<file path="src/rtl/adc_pkg.sv">
// Shared constants, FSM state and sample payload for the ADC frame reader.
package adc_pkg;

    localparam int unsigned NUM_CH   = 8;
    localparam int unsigned SAMPLE_W = 10;
    localparam int unsigned CH_W     = $clog2(NUM_CH);
    localparam int unsigned FRAME_W  = NUM_CH * SAMPLE_W;

    typedef enum logic {
        IDLE = 1'b0,
        SEND = 1'b1
    } state_t;

    typedef struct packed {
        logic [SAMPLE_W-1:0] data;
        logic [CH_W-1:0]     chan;
        logic                last;
    } sample_t;

    // Bit offset of channel ch inside a packed frame word.
    function automatic int unsigned slice_lo(input logic [CH_W-1:0] ch);
        return 32'(ch) * SAMPLE_W;
    endfunction

endpackage

</file>
<file path="src/rtl/adc_frame_reader_if.sv">
// Per-channel sample stream with valid/ready handshake.
interface adc_frame_reader_if;
    import adc_pkg::*;

    logic                m_valid;
    logic                m_ready;
    logic [SAMPLE_W-1:0] m_data;
    logic [CH_W-1:0]     m_chan;
    logic                m_last;

    modport master (output m_valid, m_data, m_chan, m_last, input m_ready);
    modport slave  (input m_valid, m_data, m_chan, m_last, output m_ready);

endinterface

</file>
<file path="src/rtl/adc_next_chan.sv">
// Finds the lowest enabled channel strictly above idx (or the lowest overall
// when from_start is set); none flags that no such channel exists.
module adc_next_chan
    import adc_pkg::*;
(
    input  logic [NUM_CH-1:0] mask,
    input  logic [CH_W-1:0]   idx,
    input  logic              from_start,
    output logic [CH_W-1:0]   nxt,
    output logic              none
);

    // Scan downward so the last hit is the lowest qualifying channel.
    always_comb begin
        nxt  = '0;
        none = 1'b1;
        for (int i = NUM_CH - 1; i >= 0; i--) begin
            if (mask[i] && (from_start || (i > int'(idx)))) begin
                nxt  = CH_W'(i);
                none = 1'b0;
            end
        end
    end

endmodule

</file>
<file path="src/rtl/adc_frame_reader.sv">
// Snapshots a packed multi-channel ADC frame and drains the enabled channels
// as a valid/ready sample stream, counting frames that arrive while busy.
module adc_frame_reader
    import adc_pkg::*;
#(
    parameter int unsigned DROP_W = 8
) (
    input  logic               clk,
    input  logic               reset_n,
    input  logic               frame_valid,
    input  logic [FRAME_W-1:0] frame_data,
    input  logic [NUM_CH-1:0]  ch_mask,
    adc_frame_reader_if.master stream,
    output logic               busy,
    output logic [DROP_W-1:0]  drop_count
);

    state_t              state, state_d;
    logic [FRAME_W-1:0]  snap_data, snap_data_d;
    logic [NUM_CH-1:0]   snap_mask, snap_mask_d;
    sample_t             out_q, out_d;
    logic                valid_q, valid_d;
    logic                busy_d;
    logic [DROP_W-1:0]   drop_d;

    logic                hs, capture, advance, drop;
    logic [NUM_CH-1:0]   scan_mask;
    logic [CH_W-1:0]     scan_ch, tail_ch;
    logic                scan_none, tail_none;
    logic                unused_scan;

    // out_q.chan doubles as the drain pointer.
    assign hs      = valid_q && stream.m_ready;
    assign capture = frame_valid && (|ch_mask) && ((state == IDLE) || (hs && out_q.last));
    assign advance = (state == SEND) && hs && !out_q.last;
    assign drop    = (state == SEND) && frame_valid && !(hs && out_q.last);

    assign scan_mask = capture ? ch_mask : snap_mask;

    adc_next_chan u_scan (
        .mask       (scan_mask),
        .idx        (out_q.chan),
        .from_start (capture),
        .nxt        (scan_ch),
        .none       (scan_none)
    );

    // Looks one step past the newly selected channel to decide m_last.
    adc_next_chan u_tail (
        .mask       (scan_mask),
        .idx        (scan_ch),
        .from_start (1'b0),
        .nxt        (tail_ch),
        .none       (tail_none)
    );

    assign unused_scan = ^{tail_ch, scan_none};

    always_comb begin
        state_d     = state;
        snap_data_d = snap_data;
        snap_mask_d = snap_mask;
        out_d       = out_q;
        valid_d     = valid_q;
        busy_d      = busy;
        drop_d      = drop_count;

        case (state)
            IDLE: ;
            SEND: begin
                if (advance) begin
                    out_d.chan = scan_ch;
                    out_d.data = snap_data[slice_lo(scan_ch) +: SAMPLE_W];
                    out_d.last = tail_none;
                end else if (hs && !capture) begin
                    state_d = IDLE;
                    valid_d = 1'b0;
                    busy_d  = 1'b0;
                end
                if (drop && (drop_count != '1)) begin
                    drop_d = drop_count + DROP_W'(1);
                end
            end
            default: state_d = IDLE;
        endcase

        // A capture from IDLE or on the final handshake starts a new drain.
        if (capture) begin
            state_d     = SEND;
            snap_data_d = frame_data;
            snap_mask_d = ch_mask;
            out_d.chan  = scan_ch;
            out_d.data  = frame_data[slice_lo(scan_ch) +: SAMPLE_W];
            out_d.last  = tail_none;
            valid_d     = 1'b1;
            busy_d      = 1'b1;
        end
    end

    always_ff @(posedge clk) begin
        if (!reset_n) begin
            state      <= IDLE;
            snap_data  <= '0;
            snap_mask  <= '0;
            out_q      <= '0;
            valid_q    <= 1'b0;
            busy       <= 1'b0;
            drop_count <= '0;
        end else begin
            state      <= state_d;
            snap_data  <= snap_data_d;
            snap_mask  <= snap_mask_d;
            out_q      <= out_d;
            valid_q    <= valid_d;
            busy       <= busy_d;
            drop_count <= drop_d;
        end
    end

    assign stream.m_valid = valid_q;
    assign stream.m_data  = out_q.data;
    assign stream.m_chan  = out_q.chan;
    assign stream.m_last  = out_q.last;

endmodule

</file>
<file path="src/flat_wrapper.sv">
// flat-port wrapper written by rule: the top's interface ports become plain ports
module adc_frame_reader_flat import adc_pkg::*;
#(
    parameter int unsigned DROP_W = 8
)
  (clk, reset_n, frame_valid, frame_data, ch_mask, busy, drop_count, stream_m_valid, stream_m_data, stream_m_chan, stream_m_last, stream_m_ready);
  adc_frame_reader_if stream_i ();
  input  logic clk;
  input  logic reset_n;
  input  logic frame_valid;
  input  logic [FRAME_W-1:0] frame_data;
  input  logic [NUM_CH-1:0] ch_mask;
  output logic busy;
  output logic [DROP_W-1:0] drop_count;
  output wire logic [$bits(stream_i.m_valid)-1:0] stream_m_valid;
  output wire logic [$bits(stream_i.m_data)-1:0] stream_m_data;
  output wire logic [$bits(stream_i.m_chan)-1:0] stream_m_chan;
  output wire logic [$bits(stream_i.m_last)-1:0] stream_m_last;
  input wire logic [$bits(stream_i.m_ready)-1:0] stream_m_ready;
  assign stream_m_valid = stream_i.m_valid;
  assign stream_m_data = stream_i.m_data;
  assign stream_m_chan = stream_i.m_chan;
  assign stream_m_last = stream_i.m_last;
  assign stream_i.m_ready = stream_m_ready;
  adc_frame_reader #(.DROP_W(DROP_W)) u_core (.clk(clk), .reset_n(reset_n), .frame_valid(frame_valid), .frame_data(frame_data), .ch_mask(ch_mask), .stream(stream_i), .busy(busy), .drop_count(drop_count));
endmodule
</file>
<file path="config.mk">
export PLATFORM = sky130hd
export DESIGN_NAME = adc_frame_reader_flat
export DESIGN_NICKNAME = d
export VERILOG_FILES = /design/src/rtl/adc_pkg.sv /design/src/rtl/adc_frame_reader_if.sv /design/src/rtl/adc_next_chan.sv /design/src/rtl/adc_frame_reader.sv /design/src/flat_wrapper.sv
export SDC_FILE = /design/constraint.sdc
export NUM_CORES = 1
export LEC_CHECK = 0
export ABC_AREA = 1
export BUFFER_PORTS_ARGS = -buffer_cell sky130_fd_sc_hd__buf_2
export CORE_MARGIN = 2
export CORE_UTILIZATION = 25
export CTS_BUF_LIST = sky130_fd_sc_hd__clkbuf_8
export DETAILED_ROUTE_END_ITERATION = 12
export GPL_TIMING_DRIVEN = 0
export HOLD_SLACK_MARGIN = 0.12
export SKIP_LAST_GASP = 1
export SYNTH_ARGS = -nofsm -noshare
export SYNTH_HDL_FRONTEND = slang
export SYNTH_SLANG_ARGS = --single-unit
</file>
<file path="constraint.sdc">
create_clock -name clk -period 6.95 [get_ports clk]
set_input_delay 1.39 -clock clk [delete_from_list [all_inputs] [get_ports clk]]
set_output_delay 1.39 -clock clk [all_outputs]
set_load 0.005 [all_outputs]
</file>
Yosys cells after proc, flatten, opt, wreduce, memory -nomap -nowiden

Index checks and enable logic that the tools add are counted.

Register bits: 112
Bits of input ports: 92
Output and inout bits: 24
Word-level logic and storage cells: 99

Add/sub/neg operators: 1
Multipliers: 1
Order comparisons: 14
Eq/ne operators: 2
Shift operators: 2
Multiplexer cells: 27
Bitwise logic cells: 1
Reductions and logical operators: 43

Operators by type and width:

| kind                                                   | count |
|---|---|
| variable part select 80 x 8 -> 10 bit                  | 2 |
| 2-to-1 mux 14 bit                                      | 3 |
| logical AND 1 bit                                      | 25 |
| > comparator 3 bit (first input constant)              | 8 |
| 2-to-1 mux 3 bit                                       | 8 |
| 2-to-1 mux 1 bit                                       | 15 |
| > comparator 2 x 3 -> 1 bit (first input constant)     | 4 |
| adder 8 x 1 -> 8 bit (second input constant)           | 1 |
| logical OR 1 bit                                       | 8 |
| 2-to-1 mux 8 bit                                       | 1 |
| inequality test 8 bit (second input constant)          | 1 |
| OR reduction 8 bit                                     | 1 |
| > comparator 1 x 3 -> 1 bit (first input constant)     | 2 |
| multiplier 3 x 3 -> 6 bit (second input constant)      | 1 |
| nonzero test 2 bit                                     | 3 |
| AND reduction 2 bit                                    | 2 |
| logical NOT 1 bit                                      | 3 |
| AND reduction 3 bit                                    | 1 |
| inequality test 2 x 1 -> 1 bit (second input constant) | 1 |
| inverter 1 bit                                         | 1 |

Longest topological paths before layout

Gate-level depths: netlist of run 1.

Word-level depth: 26
Mapped depth: 25
Gate-level depth less buffers: 23

Hierarchy

From an unflattened synthesis of run 1, not the netlist that was laid out.

Cells, all modules: 929
Area, all modules: 6023.3 um^2

Modules (own cells, without submodules):

| module           | instances | cells each | area each (um^2) | sequential area each (um^2) |
|---|---|---|---|---|
| adc_frame_reader | 1         | 841        | 5625.4           | 2242.2 |
| adc_next_chan    | 2         | 44         | 198.9            | 0.0 |

Worst setup path after synthesis of run 1

Ideal clock, no wire load.

Kind: in2reg
From: input port stream_m_ready
To: register u_core.out_q (netlist bit u_core.stream.m_data[2])
Library setup time: 0.109 ns
Arrival: 3.120 ns
Data required time: 6.841 ns
Path slack: 3.721 ns
Stages: 18
Buffers on the path: 3
Cell sequence: nand2_1 o21ai_4 nand3_2 buf_6 buf_6 o21a_4 o21ai_2 nand2_2 inv_2 o21ai_1 or2_4 inv_2 nor2_2 buf_6 nand2_1 nand3_1 nand2_1 inv_1

Word-level cells in the longest chain between the ends: 19
Elaborated cells between the ends (all ways): 39
Classes of those cells: mul: 1; shift: 2; mux: 12; reduce/logical: 24

Ends and longest elaborated chain:

| item                                                 | line                    | text |
|---|---|---|
| from (decl)                                          | flat_wrapper.sv:19      | `input wire logic [$bits(stream_i.m_ready)-1:0] stream_m_ready;` |
| logical AND 1 bit (*)                                | adc_frame_reader.sv:33  | `assign hs = valid_q && stream.m_ready;` |
| logical AND 1 bit                                    | adc_frame_reader.sv:34  | `assign capture = frame_valid && (\|ch_mask) && ((state == IDLE) \|\| (hs && out_q.last));` |
| logical OR 1 bit                                     | adc_frame_reader.sv:34  |  |
| logical AND 1 bit                                    | adc_frame_reader.sv:34  |  |
| 2-to-1 mux 8 bit or logical OR 1 bit (tied branches) | n/a                     |  |
| logical AND 1 bit                                    | adc_next_chan.sv:18     | `if (mask[i] && (from_start \|\| (i > int'(idx)))) begin` |
| 2-to-1 mux 3 bit (8 in series)                       | adc_next_chan.sv:18     |  |
| multiplier 3 x 3 -> 6 bit                            | adc_pkg.sv:22           | `return 32'(ch) * SAMPLE_W;` |
| variable part select 80 x 8 -> 10 bit                | adc_frame_reader.sv:73  | `out_d.data = snap_data[slice_lo(scan_ch) +: SAMPLE_W];` |
| 2-to-1 mux 14 bit                                    | adc_frame_reader.sv:71  | `if (advance) begin` |
| 2-to-1 mux 14 bit                                    | adc_frame_reader.sv:68  | `case (state)` |
| 2-to-1 mux 14 bit                                    | adc_frame_reader.sv:88  | `if (capture) begin` |
| to (signal assigned)                                 | adc_frame_reader.sv:113 | `out_q <= out_d;` |
| to (decl)                                            | adc_frame_reader.sv:21  | `sample_t out_q, out_d;` |

Every way passes the cells marked *; elsewhere a longest branch is shown, timed or not. The select of a mux whose other input is x is not followed.
A chain may end at the register's enable or synchronous reset.

Worst setup path after layout of run 1

From: input port ch_mask[1]
To: register u_core.out_q (netlist bit u_core.stream.m_data[2])

Word-level cells in the longest chain between the ends: 18
Elaborated cells between the ends (all ways): 36
Classes of those cells: mul: 1; shift: 2; mux: 12; reduce/logical: 21

Ends and longest elaborated chain:

| item                                                 | line                   | text |
|---|---|---|
| from (decl)                                          | flat_wrapper.sv:12     | `input logic [NUM_CH-1:0] ch_mask;` |
| OR reduction 8 bit                                   | adc_frame_reader.sv:34 |  |
| logical AND 1 bit (2 in series)                      | adc_frame_reader.sv:34 |  |
| 2-to-1 mux 8 bit or logical OR 1 bit (tied branches) | n/a                    |  |
| logical AND 1 bit                                    | adc_next_chan.sv:18    |  |
| 2-to-1 mux 3 bit (8 in series)                       | adc_next_chan.sv:18    |  |
| multiplier 3 x 3 -> 6 bit                            | adc_pkg.sv:22          |  |
| variable part select 80 x 8 -> 10 bit                | adc_frame_reader.sv:73 |  |
| 2-to-1 mux 14 bit                                    | adc_frame_reader.sv:71 |  |
| 2-to-1 mux 14 bit                                    | adc_frame_reader.sv:68 |  |
| 2-to-1 mux 14 bit                                    | adc_frame_reader.sv:88 |  |

Several ways; a longest one is shown, not always the timed one. The select of a mux whose other input is x is not followed.

==> results of run 1 <==
worst paths after layout:
check	end	slack, ns	depth (start not counted)
worst min register to register	u_core.drop_count[7]$_SDFFE_PN0P_	0.50	2
worst max register to register	u_core.stream.m_data[2]$_SDFFE_PN0P_	4.22	18
worst min-delay path	u_core.drop_count[7]$_SDFFE_PN0P_	0.50	2
worst max-delay path	u_core.stream.m_data[2]$_SDFFE_PN0P_	3.48	21
registers in the layout, indices dropped and copies added (netlist names):
register              cells
u_core.busy               1
u_core.drop_count         8
u_core.snap_data         80
u_core.snap_mask          7
u_core.state              1
u_core.stream.m_chan      3
u_core.stream.m_data     10
u_core.stream.m_last      1
metal layers:
metal	GRT usage, %	vias up	wire [µm]
met5	0	-	30
met4	4.27	4	272
met3	4.36	21	1090
met2	24.5	122	7910
met1	18.1	2325	7510
li1	-	2649	-
power by group through the flow:
stage	sequential (µW)	clock, µW	combinational, µW
final	700	442	458
after global routing	705	477	521
after CTS	700	458	462
after detailed placement	715	0	459
after global placement	713	0	457
after floorplan	712	0	316
through the flow:
step	utilization [%]	setup slack (ns)	cells	hold WS [ns]	area (µm²)
CTS	30.5	3.51	1172	0.499	6620
floorplan	-	3.72	763	0.452	5480
finish	30.5	3.48	1173	0.497	6620
detailed placement	29.5	3.07	1157	0.475	6400
global placement	29.5	3.07	1157	0.462	6400
global route	30.5	3.30	1172	0.523	6620
Yosys cell counts, drive strengths merged:
cell | n | area (µm²)
nand2 | 183 | 712
nand4 | 2 | 12.5
dfxtp | 111 | 2220
nor4 | 1 | 6.26
buf | 28 | 180
a21oi | 13 | 76.3
o21ai | 47 | 254
nand3 | 68 | 345
clkbuf | 18 | 67.6
or2 | 32 | 203
nor3 | 7 | 35.0
ha | 1 | 12.5
o211ai | 1 | 12.5
a31oi | 1 | 6.26
o21a | 3 | 30.0
and3 | 2 | 12.5
a211oi | 1 | 12.5
mux2i | 50 | 500
nor2 | 104 | 400
nand3b | 10 | 75.1
inv | 80 | 300
cells by family after synthesis:
family | count (synthesis) | synth area share (%)
AND/OR/NAND/NOR | 409 | 32.9
buffers and inverters | 126 | 10.0
flip-flops | 111 | 40.6
AO/OA/AOI/OAI | 66 | 7.15
multiplexers | 50 | 9.14
adder cells (fa/ha/maj) | 1 | 0.228
worst max-delay path, stage by stage:
cell	delay [ns]
buf_2	0.11
inv_1	0.04
nand2_1	0.04
nor2_1	0.12
nand2_1	0.15
nand3_2	0.11
inv_1	0.16
or2_1	0.26
o21ai_2	0.08
inv_2	0.05
nand2_1	0.13
nand2_2	0.10
a21oi_4	0.21
inv_2	0.08
buf_2	0.20
nand3_1	0.15
nand2_1	0.10
nand2_1	0.10
nand3_1	0.07
nand2_1	0.06
inv_1	0.03
area by class of cell:
class | instances | area, µm² | share of cell area [%]
clock buffer | 10 | 138 | 2.08
buffer | 46 | 248 | 3.74
sequential | 111 | 2220 | 33.6
multi-input combinational | 526 | 2710 | 40.9
tap | 280 | 350 | 5.29
clock inverter | 5 | 81.3 | 1.23
antenna | 1 | 2.50 | 0.0378
inverter | 80 | 300 | 4.54
timing repair buffer | 114 | 571 | 8.62
layout by cell type (no fill, tap or decap), types with 3 or more instances in the layout:
master	Yosys	layout
buf_6	5	5
inv_2	8	8
nor3_1	7	7
a21oi_1	12	12
nand3_1	67	67
nand2_2	4	4
o21ai_1	4	4
inv_1	72	72
buf_2	15	129
dfxtp_1	111	111
nand3b_1	10	10
buf_4	5	5
mux2i_1	50	50
clkbuf_8	0	10
nor2_1	102	102
buf_1	3	3
nand2_1	177	177
or2_2	30	30
o21ai_0	40	40
clkbuf_1	18	18
==> results.toml, run 1 <==
[cts]
clkTransAtPathRegs_ns = 0.10
cts_buffers = 9
post_cts_buffers = 0
cts_tree = "built"
cts.sinks = 111
cts_resized = 0
postCtsHoldBufs = 0
clock_path_buffers = 2
cts_max_level = 3
clk_latency_ns = 0.40
cts_root_buf = "clkbuf_8"

[sta]
relSlewSlack_pct = 51.2
setup_viol = 0
tightest_slew_ns = 0.731
fin_setup_tns_ns = 0
min_period_ns = 3.47
finalCritPeriodShare_pct = 49.9
skew_ns = 0.0164
rsz0062_at_grt = "false"
finalHoldViolCount = 0
drv_slew = 0
max_freq_mhz = 288

[power]
clock_power_share_pct = 27.6
p_comb_share_pct = 28.6
ir_worst_vdd_uv = 109
p_sw_uw = 532
pwr-share-seq_pct = 43.7
total_power_uw = 1600
power-per-cell-area_mw_per_mm2 = 242
cell_internal_pwr_uw = 1070
swShare_pct = 33.2
p_leak_uw = 0.00356

[synth]
seq_area_frac_synth_pct = 40.6
ys_types = 37
syn_area_mm2 = 0.00548
synth_nets = 856
syn_inst = 763
postSynthAreaPerCell_um2 = 7.18
ys_ff_latch = 111
yosysWarnings = 0

[die]
dieArea_mm2 = 0.0231
die_h_um = 152
core_area_mm2 = 0.0217
start_util_pct = 25.3
io_pins = 116
die_w_um = 152
num_rows = 54

[worst_hold_path]
hp-start = "u_core.drop_count[7]$_SDFFE_PN0P_"
hold_path.class = "register to register"

[global_route]
antenna_found_initial = 3
grt.total_usage_pct = 14.6
grt_pass1_vias = 4986
grt_pass1_wl_um = 26100
grt-ovfl-total = 0
grt_max_degree = 18

[route]
ant_nets = 0
drc = 0
wirelength_um = 16800
firstDrtPassIters = 5
drtIter0Drc = 375
vias = 5121
wl_per_cell_um = 14.3
routed_via_density = 4.37

[final_layout]
syn2layout_area_growth_pct = 20.9
nets = 981
layout-drive-gt1-share_pct = 23.4
fill_cells = 2411

[setup_path]
worst_setup_path_start_kind = "input port"
r2r_start = "u_core.busy$_SDFFE_PN0P_"
crit_fanout = 10
startpoint = "ch_mask[1]"
cp-end-kind = "register"
cp.arrival_ns = 3.77
critical_path_class = "input port to register"
required_ns = 7.25

[place]
port_buffers = 114
gp_congestion = 0.848
hpwl_um = 13200

[status]
status = "complete, no violations"

[flow_run]
maxCapViolCount = 0
No activity file was read; power rests on OpenSTA's default activity.
==> run 2: changes to the inputs <==
- ABC_AREA: 1 -> 0
- clock period: 6.95 -> 2.9 ns (I/O delays scaled with it)
==> results.toml, run 2 <==
[cts]
cts_root_buf = "clkbuf_8"
cts_tree = "built"
clkTransAtPathRegs_ns = 0.12
clk_latency_ns = 0.40
postCtsHoldBufs = 0
clock_path_buffers = 2
cts_buffers = 9
cts.sinks = 111
cts_max_level = 3

[global_route]
grt_max_degree = 20
grt-ovfl-total = 0
grt_pass1_vias = 6245
grt_pass1_wl_um = 36100
antenna_found_initial = 1
grt.total_usage_pct = 18.4

[setup_path]
worst_setup_path_start_kind = "input port"
critical_path.most_common_cell = "nor2_4"
critical_path_class = "input port to register"
cp_cell_sequence = "buf_4 > or4_4 > nor2_4 > nor2_4 > o31a_1 > a21oi_4 > buf_6 > buf_8 > o211ai_1 > a32oi_2 > o22ai_2"
crit_path_top_delay_cell = "or4_4"
required_ns = 3.18
cp-end-kind = "register"
reg2reg_to = "u_core.stream.m_data[4]$_SDFFE_PN0P_"
crit_fanout = 10
r2r_start = "u_core.stream.m_chan[2]$_SDFFE_PN0P_"
r2r.worst_path.cells = 11
cp.arrival_ns = 3.19
critPathBufInv = 3
startpoint = "ch_mask[4]"
crit_family = "compound AO/OA/AOI/OAI gates"
r2r_setup_slack_ns = 0.10
cp_slowest_stage_delay_ns = 0.57

[synth]
yosysTopAreaCellShare_pct = 36.5
synth_simple_gate_area_share_pct = 22.4
synthMuxAreaShare_pct = 6.66
postSynthAreaPerCell_um2 = 7.62
netlist_top_cells_area = "dfxtp_1 36%, nand2_1 12%, a21oi_1 8.1%"
synth_commonest_cells = "194 x nand2_1, 111 x dfxtp_1, 99 x a21oi_1"
yosysTopAreaCell = "dfxtp_1"
synth_nets = 892
synth-main-ff-cell = "dfxtp_1"
ys_ff_latch = 111
syn_area_mm2 = 0.00609
synth_top_family_by_area = "compound AO/OA/AOI/OAI gates"
synth-xor-area-share_pct = 0.863
synth-edff-count = 0
synth_compound_area_share_pct = 26.9
async_flop_share_pct = 0
syn_inst = 799
yosysWarnings = 0
synth_fa_ha_area_share_pct = 0.206
ys_types = 61
seq_area_frac_synth_pct = 36.5
synth.most_common_cell = "nand2_1"

[power]
ir_worst_vdd_uv = 231
cell_internal_pwr_uw = 2610
p_sw_uw = 1440
p_comb_share_pct = 32.8
swShare_pct = 35.6
clock_power_share_pct = 25.2
p_leak_uw = 0.00300
power-per-cell-area_mw_per_mm2 = 519
pwr-share-seq_pct = 42.0

[route]
ant_nets = 0
drtIter0Drc = 630
wirelength_um = 24200
routed_via_density = 5.16
firstDrtPassIters = 5
wl_per_cell_um = 19.0
drc = 0
vias = 6558

[worst_hold_path]
hp-start = "frame_data[75]"
hold_path_end = "u_core.snap_data[75]$_SDFFE_PN0N_"
hold_path.class = "input port to register"
worstHoldPathCells = 3

[sta]
max_freq_mhz = 344
fin_ws_ns = -0.00425
drv_slew = 0
finalCritPeriodShare_pct = 100
finalHoldViolCount = 0
relSlewSlack_pct = 53.9
setup_viol = 1
skew_ns = 0.0244
rsz0062_at_grt = "true"
tightest_slew_ns = 0.689
fin_setup_tns_ns = -0.00425
min_period_ns = 2.90

[die]
core_area_mm2 = 0.0241
die_h_um = 160
io_pins = 116
start_util_pct = 25.3
num_rows = 57
dieArea_mm2 = 0.0256
die_w_um = 160

[place]
hpwl_um = 18400
port_buffers = 114
gp_congestion = 0.928
dp.cells = 1237

[final_layout]
final_common_cell = "nand2_1"
fill_cells = 2674
post-route-util_pct = 32.4
instances_no_fill = 1271
final_cell_mix = "194 x nand2_1, 122 x buf_2, 108 x dfxtp_1"
layout-drive-gt1-share_pct = 27.4
largest_register_ffs = 80
top_register = "u_core.snap_data"
syn2layout_area_growth_pct = 28.3
multi_input_area_mm2 = 0.00372
seq_area_mm2 = 0.00223
nets = 1034

[status]
status = "complete, but fails checks"
violations = "setup timing"

[flow_run]
maxCapViolCount = 0
[run 2: cell types whose count changed in the layout (fill, tap and decap cells not counted), moves of 15 or more]
cell / before / now
inv_1: 72 / 28
o21ai_0: 40 / 9
mux2i_1: 50 / 18
nand2_1: 177 / 194
o211ai_1: 0 / 57
a21oi_1: 12 / 99
or2_2: 30 / 0
nand3_1: 67 / 6
clkbuf_2: 0 / 15
nor2_1: 102 / 52
[run 2: worst max-delay path by stage]
stage          slack, ns                                   end  cells past startpoint
6_report          -0.004  u_core.stream.m_data[4]$_SDFFE_PN0P_                     11
5_1_grt            -0.03  u_core.stream.m_data[2]$_SDFFE_PN0P_                     13
4_1_cts            -0.02  u_core.stream.m_data[4]$_SDFFE_PN0P_                      8
3_5_place_dp       -0.88  u_core.stream.m_data[9]$_SDFFE_PN0P_                     11
3_3_place_gp       -0.91     u_core.stream.m_last$_SDFFE_PN0P_                     11
2_1_floorplan     0.0006  u_core.stream.m_data[2]$_SDFFE_PN0P_                     10
[run 2: worst min-delay path, delay by kind of cell]
kind                   cells  cell delay (ns)
AO/OA/AOI/OAI              1             0.05
buffers and inverters      1             0.10
AND/OR/NAND/NOR            1             0.05
[run 2: routing by layer]
metal  part of all wire (%)  vias up  track usage, %
li1                       -     3117               -
met1                     45     3111            24.5
met2                     46      285            29.6
met3                    6.1       45            3.38
met4                    3.6        0            7.17
met5                      0        -               0
[run 2: final cells by class]
| class | count | share of cell area [%] |
|---|---|---|
| Sequential cell | 111 | 28.5 |
| Multi-Input combinational cell | 600 | 47.7 |
| Clock buffer | 10 | 1.76 |
| Inverter | 28 | 1.35 |
| Antenna cell | 1 | 0.0320 |
| Timing Repair Buffer | 135 | 10.3 |
| Buffer | 56 | 4.12 |
| Clock inverter | 6 | 0.993 |
| Tap cell | 324 | 5.19 |
[run 2: logic make-up after synthesis]
logic type / count (synthesis)
buffers and inverters: 88
AO/OA/AOI/OAI: 242
adder cells (fa/ha/maj): 1
flip-flops: 111
XOR/XNOR: 6
AND/OR/NAND/NOR: 313
multiplexers: 38
[run 2: stage by stage]
stage	total power, µW	hold slack, ns	area (µm²)	worst slack (ns)
after floorplan	2420	0.432	6090	0.000641
after global placement	2840	0.438	7070	-0.910
final	4060	0.409	7810	-0.00425
after detailed placement	2840	0.443	7070	-0.881
after CTS	3990	0.395	7610	-0.0197
after global routing	4220	0.400	7810	-0.0264
[run 2: power groups by stage]
stage | clock, µW | sequential (µW) | combinational [µW]
after global routing | 1090 | 1720 | 1420
final | 1020 | 1700 | 1330
after global placement | 0 | 1730 | 1110
after CTS | 1050 | 1700 | 1250
after floorplan | 0 | 1710 | 705
after detailed placement | 0 | 1730 | 1110
[run 2: timing repair]
| item | in CTS | in global routing |
|---|---|---|
| buffers inserted | 14 | 6 |
| gates cloned | 1 | 1 |
| pin swaps | 12 | 22 |
| endpoints found under the setup margin | 91 | 69 |
| gates resized for setup | 44 | 50 |
==> run 3: changes to the inputs <==
- TNS_END_PERCENT: unset -> 1
==> results.toml, run 3 (synthesized netlist as in run 2, its figures left out) <==
[cts]
cts_max_level = 3
clk_latency_ns = 0.40
postCtsHoldBufs = 0
cts.sinks = 111
cts_buffers = 9
clock_path_buffers = 2
clkTransAtPathRegs_ns = 0.12
cts_tree = "built"
cts_root_buf = "clkbuf_8"

[route]
routed_via_density = 5.19
vias = 6607
drtIter0Drc = 581
ant_nets = 0
wl_per_cell_um = 19.0
firstDrtPassIters = 6
wirelength_um = 24200
drc = 0

[global_route]
grt_max_degree = 20
antenna_found_initial = 0
grt_pass1_wl_um = 35800
grt_pass1_vias = 6165
grt-ovfl-total = 0
grt.total_usage_pct = 18.3

[sta]
skew_ns = 0.0224
rsz0062_at_grt = "true"
max_freq_mhz = 341
finalHoldViolCount = 0
fin_ws_ns = -0.0333
fin_setup_tns_ns = -0.0386
relSlewSlack_pct = 52.0
tightest_slew_ns = 0.716
min_period_ns = 2.93
setup_viol = 3
drv_slew = 0
finalCritPeriodShare_pct = 101

[final_layout]
final_cell_mix = "194 x nand2_1, 124 x buf_2, 109 x dfxtp_1"
final_common_cell = "nand2_1"
syn2layout_area_growth_pct = 27.1
seq_area_mm2 = 0.00223
top_register = "u_core.snap_data"
nets = 1038
multi_input_area_mm2 = 0.00367
fill_cells = 2693
layout-drive-gt1-share_pct = 27.3
diodes = 0
largest_register_ffs = 80

[setup_path]
cp-end-kind = "register"
critical_path_class = "input port to register"
worst_setup_path_start_kind = "input port"
crit_fanout = 7
r2r_setup_slack_ns = 0.04
cp.arrival_ns = 3.21
required_ns = 3.18

[die]
die_w_um = 160
dieArea_mm2 = 0.0256
io_pins = 116
die_h_um = 160
core_area_mm2 = 0.0241
num_rows = 57
start_util_pct = 25.3

[power]
p_leak_uw = 0.00297
pwr-share-seq_pct = 42.1
ir_worst_vdd_uv = 235
clock_power_share_pct = 25.4
p_sw_uw = 1440
p_comb_share_pct = 32.4
swShare_pct = 35.7
power-per-cell-area_mw_per_mm2 = 522
cell_internal_pwr_uw = 2600
total_power_uw = 4040

[status]
violations = "setup timing"
status = "complete, but fails checks"

[worst_hold_path]
hold_path.class = "input port to register"

[flow_run]
maxCapViolCount = 0

[place]
port_buffers = 114
gp_congestion = 0.928
hpwl_um = 18400
==> run 3: cell count changes in the layout (fill, tap and decap cells not counted), moves of 2 or more <==
cell      previous run  this run
clkbuf_2            15        18
buf_2              122       124
buf_4               18        22
mux2_4               7         1
a22oi_1              5         7
a22oi_2              2         0
mux2_2              13        19
==> run 3: critical path: stages <==
cell and delay [ns]:
buf_2 0.13, or4_4 0.57, nor2_4 0.21, buf_6 0.13, nor3_4 0.05, or2_4 0.27
a21oi_4 0.14, buf_12 0.15, buf_8 0.12, buf_4 0.10, mux2_2 0.33, o211ai_1 0.30
nand4_1 0.12
==> run 3: routing by layer <==
metal	share of wire, %	track usage, %
met5	0	0
met4	3.5	6.76
met3	6.8	4.23
met2	46	29.5
met1	44	23.9
==> run 3: worst paths after layout <==
check / endpoint / startpoint / cells after the start
min: u_core.snap_data[75]$_SDFFE_PN0N_ / frame_data[75] / 3
max reg2reg: u_core.stream.m_data[8]$_SDFFE_PN0P_ / u_core.stream.m_last$_SDFFE_PN0P_ / 12
min reg2reg: u_core.snap_data[13]$_SDFFE_PN0N_ / u_core.snap_data[13]$_SDFFE_PN0N_ / 2
max: u_core.stream.m_data[8]$_SDFFE_PN0P_ / ch_mask[0] / 13
==> run 3: power by group through the flow <==
| stage | Combinational, µW | Clock, µW | Sequential, µW |
|---|---|---|---|
| after global routing | 1400 | 1090 | 1710 |
| after floorplan | 705 | 0 | 1710 |
| after detailed placement | 1110 | 0 | 1730 |
| after CTS | 1170 | 1050 | 1700 |
| final | 1310 | 1030 | 1700 |
| after global placement | 1110 | 0 | 1730 |
==> run 3: through the flow <==
stage	instance area, µm²	worst slack (ns)	hold WS, ns	instances	util (%)
final	7740	-0.0333	0.404	1274	32.1
after global routing	7740	-0.0420	0.397	1274	32.1
after CTS	7430	-0.117	0.395	1258	30.8
after detailed placement	7070	-0.881	0.443	1237	29.3
after global placement	7070	-0.910	0.438	1237	29.3
after floorplan	6090	0.000641	0.432	799	-
==> run 3: area by class of cell <==
type	instances	area share, %
Multi-Input combinational cell	600	47.4
Buffer	58	4.35
Sequential cell	111	28.8
Timing Repair Buffer	137	10.0
Clock inverter	6	1.00
Tap cell	324	5.24
Inverter	28	1.36
Clock buffer	10	1.78
==> run 3: repair_timing <==
| action | in CTS | in global routing |
|---|---|---|
| endpoints found under the setup margin | 91 | 91 |
| gates cloned | 0 | 1 |
| pin swaps | 4 | 15 |
| gates resized for setup | 28 | 51 |
| buffers inserted | 5 | 17 |
